==> src/rtl/alu_arbiter_if.sv <==
`default_nettype none
// ============================================================================
// Module   : alu_arbiter_if
// Purpose  : Bundles the two requester ports, the shared 8-bit ALU port and
//            the result/status outputs of alu_arbiter.
// Ports    : requester N (N=0,1): IN_reqN, IN_opN[3:0], IN_aN/IN_bN[15:0],
//            OUT_gntN, OUT_doneN
//            ALU side: OUT_data_a/b[7:0], OUT_ALU_OP[3:0], OUT_carry_out,
//            IN_S[7:0], IN_carry_in, IN_zero
//            status: OUT_result[15:0], OUT_zero, OUT_neg, OUT_less_than,
//            OUT_busy
//            modport slave = arbiter view, modport master = environment view.
// Revision : 1.0  initial release
// ============================================================================
interface alu_arbiter_if;
  logic        IN_req0, IN_req1;
  logic [3:0]  IN_op0, IN_op1;
  logic [15:0] IN_a0, IN_b0, IN_a1, IN_b1;
  logic [7:0]  IN_S;
  logic        IN_carry_in;
  logic        IN_zero;
  logic [7:0]  OUT_data_a, OUT_data_b;
  logic [3:0]  OUT_ALU_OP;
  logic        OUT_carry_out;
  logic        OUT_gnt0, OUT_gnt1;
  logic        OUT_done0, OUT_done1;
  logic [15:0] OUT_result;
  logic        OUT_zero, OUT_neg, OUT_less_than;
  logic        OUT_busy;

  modport slave (
    input  IN_req0, IN_req1, IN_op0, IN_op1, IN_a0, IN_b0, IN_a1, IN_b1,
           IN_S, IN_carry_in, IN_zero,
    output OUT_data_a, OUT_data_b, OUT_ALU_OP, OUT_carry_out,
           OUT_gnt0, OUT_gnt1, OUT_done0, OUT_done1,
           OUT_result, OUT_zero, OUT_neg, OUT_less_than, OUT_busy
  );

  modport master (
    output IN_req0, IN_req1, IN_op0, IN_op1, IN_a0, IN_b0, IN_a1, IN_b1,
           IN_S, IN_carry_in, IN_zero,
    input  OUT_data_a, OUT_data_b, OUT_ALU_OP, OUT_carry_out,
           OUT_gnt0, OUT_gnt1, OUT_done0, OUT_done1,
           OUT_result, OUT_zero, OUT_neg, OUT_less_than, OUT_busy
  );
endinterface
`default_nettype wire

==> src/rtl/alu_arbiter.sv <==
`default_nettype none
// ============================================================================
// Module   : alu_arbiter
// Purpose  : Round-robin arbiter between two requesters sharing an external
//            8-bit ALU. Each 16-bit operation runs as low byte then high byte
//            (IDLE -> LO -> HI -> DONE), one operation every 4 cycles.
// Ports    : IN_clk  - clock, rising edge
//            IN_rst  - asynchronous active-high reset
//            bus     - alu_arbiter_if.slave (requests, ALU port, results)
// Params   : RR_INIT - requester that wins the first contention after reset
// Revision : 1.0  initial release
// ============================================================================
module alu_arbiter #(
  parameter bit RR_INIT = 1'b0
) (
  input  wire logic     IN_clk,
  input  wire logic     IN_rst,
  alu_arbiter_if.slave  bus
);

  localparam logic [3:0] c_OP_ADD = 4'hA;
  localparam logic [3:0] c_OP_SUB = 4'hB;
  localparam logic [3:0] c_OP_AND = 4'hC;
  localparam logic [3:0] c_OP_OR  = 4'hD;
  localparam logic [3:0] c_OP_CMP = 4'hE;

  typedef enum logic [1:0] {IDLE = 2'd0, LO = 2'd1, HI = 2'd2, DONE = 2'd3} state_t;

  state_t      r_state;
  logic        r_last;      // requester served last; the other one wins a tie
  logic        r_owner;
  logic [3:0]  r_op;
  logic [7:0]  r_a_hi, r_b_hi;
  logic [7:0]  r_res_lo, r_res_hi;
  logic        r_zero_lo, r_zero_all, r_lt;

  logic        w_win;
  logic [3:0]  w_op;
  logic [15:0] w_a, w_b;
  logic        w_win_ok, w_op_ok;

  function automatic logic f_op_ok(input logic [3:0] op);
    return (op >= c_OP_ADD) && (op <= c_OP_CMP);
  endfunction

  always_comb begin
    w_win = 1'b0;
    if (bus.IN_req0 && bus.IN_req1) w_win = ~r_last;
    else if (bus.IN_req1)           w_win = 1'b1;
    w_op     = w_win ? bus.IN_op1 : bus.IN_op0;
    w_a      = w_win ? bus.IN_a1  : bus.IN_a0;
    w_b      = w_win ? bus.IN_b1  : bus.IN_b0;
    w_win_ok = f_op_ok(w_op);
    w_op_ok  = f_op_ok(r_op);
  end

  always_ff @(posedge IN_clk or posedge IN_rst) begin
    if (IN_rst) begin
      r_state           <= IDLE;
      r_last            <= ~RR_INIT;
      r_owner           <= 1'b0;
      r_op              <= 4'h0;
      r_a_hi            <= 8'h00;
      r_b_hi            <= 8'h00;
      r_res_lo          <= 8'h00;
      r_res_hi          <= 8'h00;
      r_zero_lo         <= 1'b0;
      r_zero_all        <= 1'b0;
      r_lt              <= 1'b0;
      bus.OUT_data_a    <= 8'h00;
      bus.OUT_data_b    <= 8'h00;
      bus.OUT_ALU_OP    <= 4'h0;
      bus.OUT_carry_out <= 1'b0;
      bus.OUT_gnt0      <= 1'b0;
      bus.OUT_gnt1      <= 1'b0;
      bus.OUT_done0     <= 1'b0;
      bus.OUT_done1     <= 1'b0;
      bus.OUT_result    <= 16'h0000;
      bus.OUT_zero      <= 1'b0;
      bus.OUT_neg       <= 1'b0;
      bus.OUT_less_than <= 1'b0;
      bus.OUT_busy      <= 1'b0;
    end else begin
      bus.OUT_gnt0  <= 1'b0;
      bus.OUT_gnt1  <= 1'b0;
      bus.OUT_done0 <= 1'b0;
      bus.OUT_done1 <= 1'b0;
      case (r_state)
        IDLE: begin
          if (bus.IN_req0 || bus.IN_req1) begin
            r_owner      <= w_win;
            r_op         <= w_op;
            r_a_hi       <= w_a[15:8];
            r_b_hi       <= w_b[15:8];
            bus.OUT_gnt0 <= ~w_win;
            bus.OUT_gnt1 <= w_win;
            bus.OUT_busy <= 1'b1;
            // Unknown opcodes still run the full sequence but never touch the ALU.
            if (w_win_ok) begin
              bus.OUT_data_a    <= w_a[7:0];
              bus.OUT_data_b    <= w_b[7:0];
              bus.OUT_ALU_OP    <= w_op;
              bus.OUT_carry_out <= (w_op == c_OP_SUB) || (w_op == c_OP_CMP);
            end
            r_state <= LO;
          end
        end
        LO: begin
          r_res_lo  <= bus.IN_S;
          r_zero_lo <= bus.IN_zero;
          if (w_op_ok) begin
            bus.OUT_data_a    <= r_a_hi;
            bus.OUT_data_b    <= r_b_hi;
            bus.OUT_ALU_OP    <= r_op;
            // Low-byte carry/borrow chains into the high byte for arithmetic.
            bus.OUT_carry_out <= (r_op == c_OP_AND || r_op == c_OP_OR) ? 1'b0 : bus.IN_carry_in;
          end
          r_state <= HI;
        end
        HI: begin
          r_res_hi          <= bus.IN_S;
          r_zero_all        <= r_zero_lo & bus.IN_zero;
          r_lt              <= (r_op == c_OP_CMP) & ~bus.IN_carry_in;
          bus.OUT_data_a    <= 8'h00;
          bus.OUT_data_b    <= 8'h00;
          bus.OUT_ALU_OP    <= 4'h0;
          bus.OUT_carry_out <= 1'b0;
          r_state           <= DONE;
        end
        DONE: begin
          if (w_op_ok) begin
            bus.OUT_result    <= {r_res_hi, r_res_lo};
            bus.OUT_zero      <= r_zero_all;
            bus.OUT_neg       <= r_res_hi[7];
            bus.OUT_less_than <= r_lt;
          end else begin
            bus.OUT_result    <= 16'h0000;
            bus.OUT_zero      <= 1'b1;
            bus.OUT_neg       <= 1'b0;
            bus.OUT_less_than <= 1'b0;
          end
          bus.OUT_done0 <= ~r_owner;
          bus.OUT_done1 <= r_owner;
          r_last        <= r_owner;
          bus.OUT_busy  <= 1'b0;
          r_state       <= IDLE;
        end
        default: r_state <= IDLE;
      endcase
    end
  end

endmodule
`default_nettype wire

==> src/flat_wrapper.sv <==
// flat-port wrapper written by rule: the top's interface ports become plain ports
module alu_arbiter_flat 
#(
  parameter bit RR_INIT = 1'b0
)
  (IN_clk, IN_rst, bus_IN_req0, bus_IN_req1, bus_IN_op0, bus_IN_op1, bus_IN_a0, bus_IN_b0, bus_IN_a1, bus_IN_b1, bus_IN_S, bus_IN_carry_in, bus_IN_zero, bus_OUT_data_a, bus_OUT_data_b, bus_OUT_ALU_OP, bus_OUT_carry_out, bus_OUT_gnt0, bus_OUT_gnt1, bus_OUT_done0, bus_OUT_done1, bus_OUT_result, bus_OUT_zero, bus_OUT_neg, bus_OUT_less_than, bus_OUT_busy);
  alu_arbiter_if bus_i ();
  input  wire logic IN_clk;
  input  wire logic IN_rst;
  input wire logic [$bits(bus_i.IN_req0)-1:0] bus_IN_req0;
  input wire logic [$bits(bus_i.IN_req1)-1:0] bus_IN_req1;
  input wire logic [$bits(bus_i.IN_op0)-1:0] bus_IN_op0;
  input wire logic [$bits(bus_i.IN_op1)-1:0] bus_IN_op1;
  input wire logic [$bits(bus_i.IN_a0)-1:0] bus_IN_a0;
  input wire logic [$bits(bus_i.IN_b0)-1:0] bus_IN_b0;
  input wire logic [$bits(bus_i.IN_a1)-1:0] bus_IN_a1;
  input wire logic [$bits(bus_i.IN_b1)-1:0] bus_IN_b1;
  input wire logic [$bits(bus_i.IN_S)-1:0] bus_IN_S;
  input wire logic [$bits(bus_i.IN_carry_in)-1:0] bus_IN_carry_in;
  input wire logic [$bits(bus_i.IN_zero)-1:0] bus_IN_zero;
  output wire logic [$bits(bus_i.OUT_data_a)-1:0] bus_OUT_data_a;
  output wire logic [$bits(bus_i.OUT_data_b)-1:0] bus_OUT_data_b;
  output wire logic [$bits(bus_i.OUT_ALU_OP)-1:0] bus_OUT_ALU_OP;
  output wire logic [$bits(bus_i.OUT_carry_out)-1:0] bus_OUT_carry_out;
  output wire logic [$bits(bus_i.OUT_gnt0)-1:0] bus_OUT_gnt0;
  output wire logic [$bits(bus_i.OUT_gnt1)-1:0] bus_OUT_gnt1;
  output wire logic [$bits(bus_i.OUT_done0)-1:0] bus_OUT_done0;
  output wire logic [$bits(bus_i.OUT_done1)-1:0] bus_OUT_done1;
  output wire logic [$bits(bus_i.OUT_result)-1:0] bus_OUT_result;
  output wire logic [$bits(bus_i.OUT_zero)-1:0] bus_OUT_zero;
  output wire logic [$bits(bus_i.OUT_neg)-1:0] bus_OUT_neg;
  output wire logic [$bits(bus_i.OUT_less_than)-1:0] bus_OUT_less_than;
  output wire logic [$bits(bus_i.OUT_busy)-1:0] bus_OUT_busy;
  assign bus_i.IN_req0 = bus_IN_req0;
  assign bus_i.IN_req1 = bus_IN_req1;
  assign bus_i.IN_op0 = bus_IN_op0;
  assign bus_i.IN_op1 = bus_IN_op1;
  assign bus_i.IN_a0 = bus_IN_a0;
  assign bus_i.IN_b0 = bus_IN_b0;
  assign bus_i.IN_a1 = bus_IN_a1;
  assign bus_i.IN_b1 = bus_IN_b1;
  assign bus_i.IN_S = bus_IN_S;
  assign bus_i.IN_carry_in = bus_IN_carry_in;
  assign bus_i.IN_zero = bus_IN_zero;
  assign bus_OUT_data_a = bus_i.OUT_data_a;
  assign bus_OUT_data_b = bus_i.OUT_data_b;
  assign bus_OUT_ALU_OP = bus_i.OUT_ALU_OP;
  assign bus_OUT_carry_out = bus_i.OUT_carry_out;
  assign bus_OUT_gnt0 = bus_i.OUT_gnt0;
  assign bus_OUT_gnt1 = bus_i.OUT_gnt1;
  assign bus_OUT_done0 = bus_i.OUT_done0;
  assign bus_OUT_done1 = bus_i.OUT_done1;
  assign bus_OUT_result = bus_i.OUT_result;
  assign bus_OUT_zero = bus_i.OUT_zero;
  assign bus_OUT_neg = bus_i.OUT_neg;
  assign bus_OUT_less_than = bus_i.OUT_less_than;
  assign bus_OUT_busy = bus_i.OUT_busy;
  alu_arbiter #(.RR_INIT(RR_INIT)) u_core (.IN_clk(IN_clk), .IN_rst(IN_rst), .bus(bus_i));
endmodule
==> config.mk <==
export PLATFORM = sky130hd
export DESIGN_NAME = alu_arbiter_flat
export DESIGN_NICKNAME = d
export VERILOG_FILES = /design/src/rtl/alu_arbiter_if.sv /design/src/rtl/alu_arbiter.sv /design/src/flat_wrapper.sv
export SDC_FILE = /design/constraint.sdc
export NUM_CORES = 1
export LEC_CHECK = 0
export CORE_MARGIN = 5
export CORE_UTILIZATION = 55
export CTS_CLUSTER_SIZE = 40
export DETAILED_ROUTE_END_ITERATION = 12
export DONT_BUFFER_PORTS = 1
export PLACE_DENSITY = 0.7
export SYNTH_ARGS = -nofsm -noshare
export SYNTH_HDL_FRONTEND = slang
export SYNTH_SLANG_ARGS = --single-unit
export TNS_END_PERCENT = 5
==> constraint.sdc <==
create_clock -name IN_clk -period 3.6 [get_ports IN_clk]
set_clock_uncertainty 0.05 [all_clocks]
set_input_delay 0.54 -clock IN_clk [delete_from_list [all_inputs] [get_ports IN_clk]]
set_output_delay 0.54 -clock IN_clk [all_outputs]
set_load 0.05 [all_outputs]
==> impl_metrics.yaml <==
die:
  die_h_um: 94.98
  die_w_um: 94.98
  die_area_mm2: 0.009020
  pin_count: 131
  start_util: 0.5565
  core_area_mm2: 0.007137
  num_rows: 31
cells_and_area:
  final_common_cell: "dfrtp_1"
  multi_input_area_mm2: 0.001613
  drive_gt1_frac: 0.1712
  fill_cells: 629
  antenna_cells: 0
  final_cell_mix: "dfrtp_1 (86), nand2_1 (63), o21ai_0 (63)"
  final_core_util: 0.5929
  layoutNonFillerInstCount: 467
  regArea_mm2: 0.002178
  syn_to_final_growth_pct: 6.553
  fin_area_mm2: 0.004232
  nNetsFinal: 453
clocking:
  clock_latency_ps: 330
  cts.sinks: 87
  hold_buffers: 0
  cts_root_buf: "clkbuf_8"
  ctsResizeCount: 0
  cts_tree: "yes"
  cts_max_level: 3
  clock_path_buffers: 2
  postCtsSetupRepairBufs: 0
  cts_buffers: 9
  path_clk_slew_ps: 90
timing:
  fin_setup_tns_ps: 0
  period_minus_slack_ps: 2546
  worst_slew_pin_slew_ps: 984.9
  fmax_ghz: 0.3928
  maxSlewHeadroom: 0.3434
  setup_viol: 0
  rsz0062_at_grt: "false"
  slew_viol_final: 0
  hold_violations: 0
  fin_crit_sh: 0.7072
placed_design:
  hpwlAfterDp_um: 5761
  placed_area_mm2: 0.004033
  port_buffers: 0
  gp_congestion: 0.7901
  placedCellCount: 451
pwr:
  ir_worst_vdd_uv: 401.3
  power.total_w: 0.004417
  p_leak_nw: 1.875
  p_per_area_mw_per_mm2: 1044
global_route:
  grt_util_all_layers: 0.1852
  antenna_found_initial: 0
  grt_start_max_net_pins: 58
  grt_overflow: 0
  grt_pass1_wl_um: 12750
  grt_pass1_vias: 2635
critical_path:
  setup.worst_path.end_class: "flop"
  worstSetupStartpointType: "flop"
  crit_slowest_cell: "and2_1"
  cp_data_required_time_ps: 3830
  critPathMaxFanout: 24
  critPathKind: "flop to flop"
  crit_chain: "inv_1 -> ha_1 -> and2_1 -> o211ai_1 -> nand3_1 -> mux2_2"
  slowest_delay_ps: 780
  arrival_ps: 2770
synth:
  async_flop_share: 1.000
  synth_nets: 460
  synth_cells: 370
  ys.warnings.count: 0
  ys_types: 27
  ys_ff_latch: 87
  yosysSeqAreaShare: 0.5485
  synth_top_area_frac: 0.5419
  synth_area_per_cell_um2: 10.73
  yosys.area.top_type: "dfrtp_1"
  synth_edf_count: 0
  synthFlopType: "dfrtp_1"
  synthTopCellsByArea: "dfrtp_1 (54%), mux2_2 (11%), mux2i_1 (9.1%), o21ai_0 (7.9%), nand2_1 (6.0%)"
  syn-cell-area_mm2: 0.003971
drt:
  drt_first_pass_iters: 5
  ant_nets: 0
  drc: 0
  wl_um: 8098
  post_drt_via_cell_ratio: 5.473
  first_iter_violations: 96
  dr_total_vias: 2556
  routedWlPerCell_um: 17.34
hold_path:
  hold_path_class: "input pin to asynchronous set/reset pin"
flow_run:
  max_cap_viol_count: 0
status:
  outcome: "completed"
## flip-flops by register name, indices dropped and copies added (netlist names), 2 cells and up
| register | count |
|---|---|
| u_core.bus.OUT_result | 15 |
| u_core.bus.OUT_data_a | 8 |
| u_core.bus.OUT_data_b | 8 |
| u_core.r_a_hi | 8 |
| u_core.r_b_hi | 8 |
| u_core.r_res_hi | 8 |
| u_core.r_res_lo | 8 |
| u_core.bus.OUT_ALU_OP | 4 |
| u_core.r_op | 4 |
| u_core.r_state | 2 |
## path summary, 6_finish.rpt
| path | start | end | slack, ps | cells after the start |
|---|---|---|---|---|
| min in group IN_clk | bus_IN_S[2] | u_core.r_res_lo[2] | 300 | 1 |
| min | IN_rst | u_core.bus.OUT_data_b[0] | 210 | 1 |
| max in group asynchronous | IN_rst | u_core.bus.OUT_result[8] | 2340 | 2 |
| max | u_core.r_state[0] | u_core.bus.OUT_carry_out | 1050 | 6 |
| min reg2reg | u_core.r_res_hi[7] | u_core.bus.OUT_neg | 420 | 2 |
| max reg2reg | u_core.r_state[0] | u_core.bus.OUT_carry_out | 1050 | 6 |
## metal layers
layer / up-vias / GRT usage / part of all wire
met5: - / 0 / 0
met4: 0 / 0.07212 / 0.016
met3: 11 / 0.06295 / 0.080
met2: 93 / 0.3071 / 0.50
met1: 1213 / 0.2220 / 0.41
li1: 1239 / - / -
## synth_stat cells, types with 2 or more instances
cell type and instances:
nor2_1 5, o21ai_0 63, xnor2_1 2, a31oi_1 3
clkbuf_1 12, ha_1 4, inv_1 23, nor2b_1 2
nand2_1 63, buf_4 4, buf_2 6, mux2i_1 36
and2_1 4, dfrtp_1 86, a21oi_1 4, mux2_2 39
nand3_1 4
## per-stage QoR
step | worst slack [ps] | hold WS, ps
finish | 1054 | 213.8
global route | 859.6 | 267.7
CTS | 1037 | 258.5
detailed placement | 1038 | 414.6
global placement | 1087 | 409.8
floorplan | 761.5 | 383.6
## area by class of cell
class / count / share of cell area
clock buffers: 11 / 0.03341
well taps: 99 / 0.02927
repair buffers: 4 / 0.007096
multi-input cells: 238 / 0.3811
flip-flops and latches: 87 / 0.5148
clock inverters: 5 / 0.01360
inverters: 23 / 0.02070
## worst max-delay path, delay by kind of cell, from the launching register on
kind            cells  cell delay (ps)
buf+inv             1               80
fa+ha+maj           1              760
compound gates      1              190
simple gates        2              890
mux                 1              140
flops               1              380
## report_power, final
part / internal, W / switching [W]
sequential: 0.00142 / 0.000999
combinational: 0.000631 / 0.000699
clock: 0.000339 / 0.000332
total: 0.00239 / 0.00203
## logic make-up (layout without fill, tap and decap cells)
| family | after synthesis | count (layout) | synth area share |
|---|---|---|---|
| flip-flops | 87 | 87 | 0.5485 |
| AND/OR/NAND/NOR | 80 | 80 | 0.08192 |
| AO/OA/AOI/OAI | 77 | 77 | 0.1030 |
| multiplexers | 75 | 75 | 0.2013 |
| buffers and inverters | 45 | 43 | 0.04820 |
| adder cells (fa/ha/maj) | 4 | 4 | 0.01260 |
| XOR/XNOR | 2 | 2 | 0.004412 |
Note: power is estimated with default switching activity, not from simulation.
==> patch, RTL diff (same settings) <==
`RR_INIT` is set to 1'b0 in 2 places; all go to 1'b1.
--- a/src/rtl/alu_arbiter.sv
+++ b/src/rtl/alu_arbiter.sv
@@ -11,7 +11,7 @@
 // Revision : 1.0  initial release
 // ============================================================================
 module alu_arbiter #(
-  parameter bit RR_INIT = 1'b0
+  parameter bit RR_INIT = 1'b1
 ) (
   input  wire logic     IN_clk,
   input  wire logic     IN_rst,
--- a/src/flat_wrapper.sv
+++ b/src/flat_wrapper.sv
@@ -1,7 +1,7 @@
 // flat-port wrapper written by rule: the top's interface ports become plain ports
 module alu_arbiter_flat 
 #(
-  parameter bit RR_INIT = 1'b0
+  parameter bit RR_INIT = 1'b1
 )
   (IN_clk, IN_rst, bus_IN_req0, bus_IN_req1, bus_IN_op0, bus_IN_op1, bus_IN_a0, bus_IN_b0, bus_IN_a1, bus_IN_b1, bus_IN_S, bus_IN_carry_in, bus_IN_zero, bus_OUT_data_a, bus_OUT_data_b, bus_OUT_ALU_OP, bus_OUT_carry_out, bus_OUT_gnt0, bus_OUT_gnt1, bus_OUT_done0, bus_OUT_done1, bus_OUT_result, bus_OUT_zero, bus_OUT_neg, bus_OUT_less_than, bus_OUT_busy);
   alu_arbiter_if bus_i ();
Formal check against the unedited RTL: not equivalent (a bounded check fails within 4 cycles, from zero or initial values and one cycle with IN_rst high).
==> patch against the original RTL <==
Via count grew 0.35%. Non-clock buffer count grew 1. Critical endpoint unchanged. Critical path depth is the same. Power grew 0.72%. Wire length grew 0.33%. Worst setup slack gained 13 ps. Largest power group unchanged. Global-route usage grew 0.25 points. Area after synthesis is essentially flat. Sequential cell count is the same. Critical path type unchanged. Count of clock-buffer cells in the layout grew 2. Synthesized cell count is the same. Final area grew 0.38%.
==> patch: results (changes against the original RTL) <==
status=completed (unchanged); Tot GR Track Use=0.188 (was 0.185); Pre-antenna DRT Iters=4 (was 5); xor/xnor cell area share of the yosys netlist=0.00441 (about the same); largest net degree at the start of global routing=46 (was 58); sequential power share=0.542 (was 0.547); post-synthesis sequential area ratio=0.548 (was 0.549); met2 wire len=3910 um (was 4030 um); first-pass GRT wire length=13000 um (was 12800 um); Vias=2565 (was 2556); CP Data Arrival Time=2760 ps (was 2770 ps); vias in the first global route=2678 (was 2635); Synth Area in Compound Gates=0.103 (about the same); routability cong.=0.788 (was 0.790); initial drt markers=65 (was 96); Die Wd=95.0 um (about the same); fraction of area in registers=0.513 (was 0.515); DR WL/cell=17.4 um (was 17.3 um); Internal Power=0.00242 W (was 0.00239 W); pin slew with the least headroom to its limit=921 ps (was 985 ps); synth unique cells=26 (was 27); fraction of area in multi-input gates=0.380 (was 0.381); dpl cell area=4040 um^2 (was 4030 um^2); Post-layout nets=454 (was 453); CLK BUF=13 (was 11); fin util=0.595 (was 0.593); ClkCell Share=0.0492 (was 0.0470); Post-Syn Area per Cell=10.7 um^2 (about the same); LEAKAGE=1.90 nW (was 1.88 nW); DR WL met3=720 um (was 651 um); synthesized-area fraction occupied by adder cells=0.0126 (about the same); filler cell count=658 (was 629)
patch: worst paths after layout:
path	to	slack, ps	cells past startpoint
setup / recovery	u_core.bus.OUT_carry_out	1070	6
hold / removal	u_core.bus.OUT_gnt1	150	1
setup reg to reg	u_core.bus.OUT_carry_out	1070	6
hold reg to reg	u_core.bus.OUT_neg	430	2
max in group asynchronous	u_core.r_res_hi[7]	2560	2
min in group IN_clk	u_core.r_res_hi[5]	300	1
patch: power by group through the flow:
| stage | registers, W | logic, W | clock network (W) |
|---|---|---|---|
| floorplan | 0.00233 | 0.00116 | 0 |
| global placement | 0.00242 | 0.00131 | 0 |
| detailed placement | 0.00244 | 0.00136 | 0 |
| CTS | 0.00242 | 0.00136 | 0.000722 |
| global route | 0.00247 | 0.00151 | 0.000762 |
| finish | 0.00241 | 0.00134 | 0.000701 |
patch: worst max-delay path, cell delays in order, from the launching register on:
cell and delay, ps:
dfrtp_1 380, inv_1 90, ha_1 780, and2_1 740
o211ai_1 190, nand3_1 100, mux2_2 140
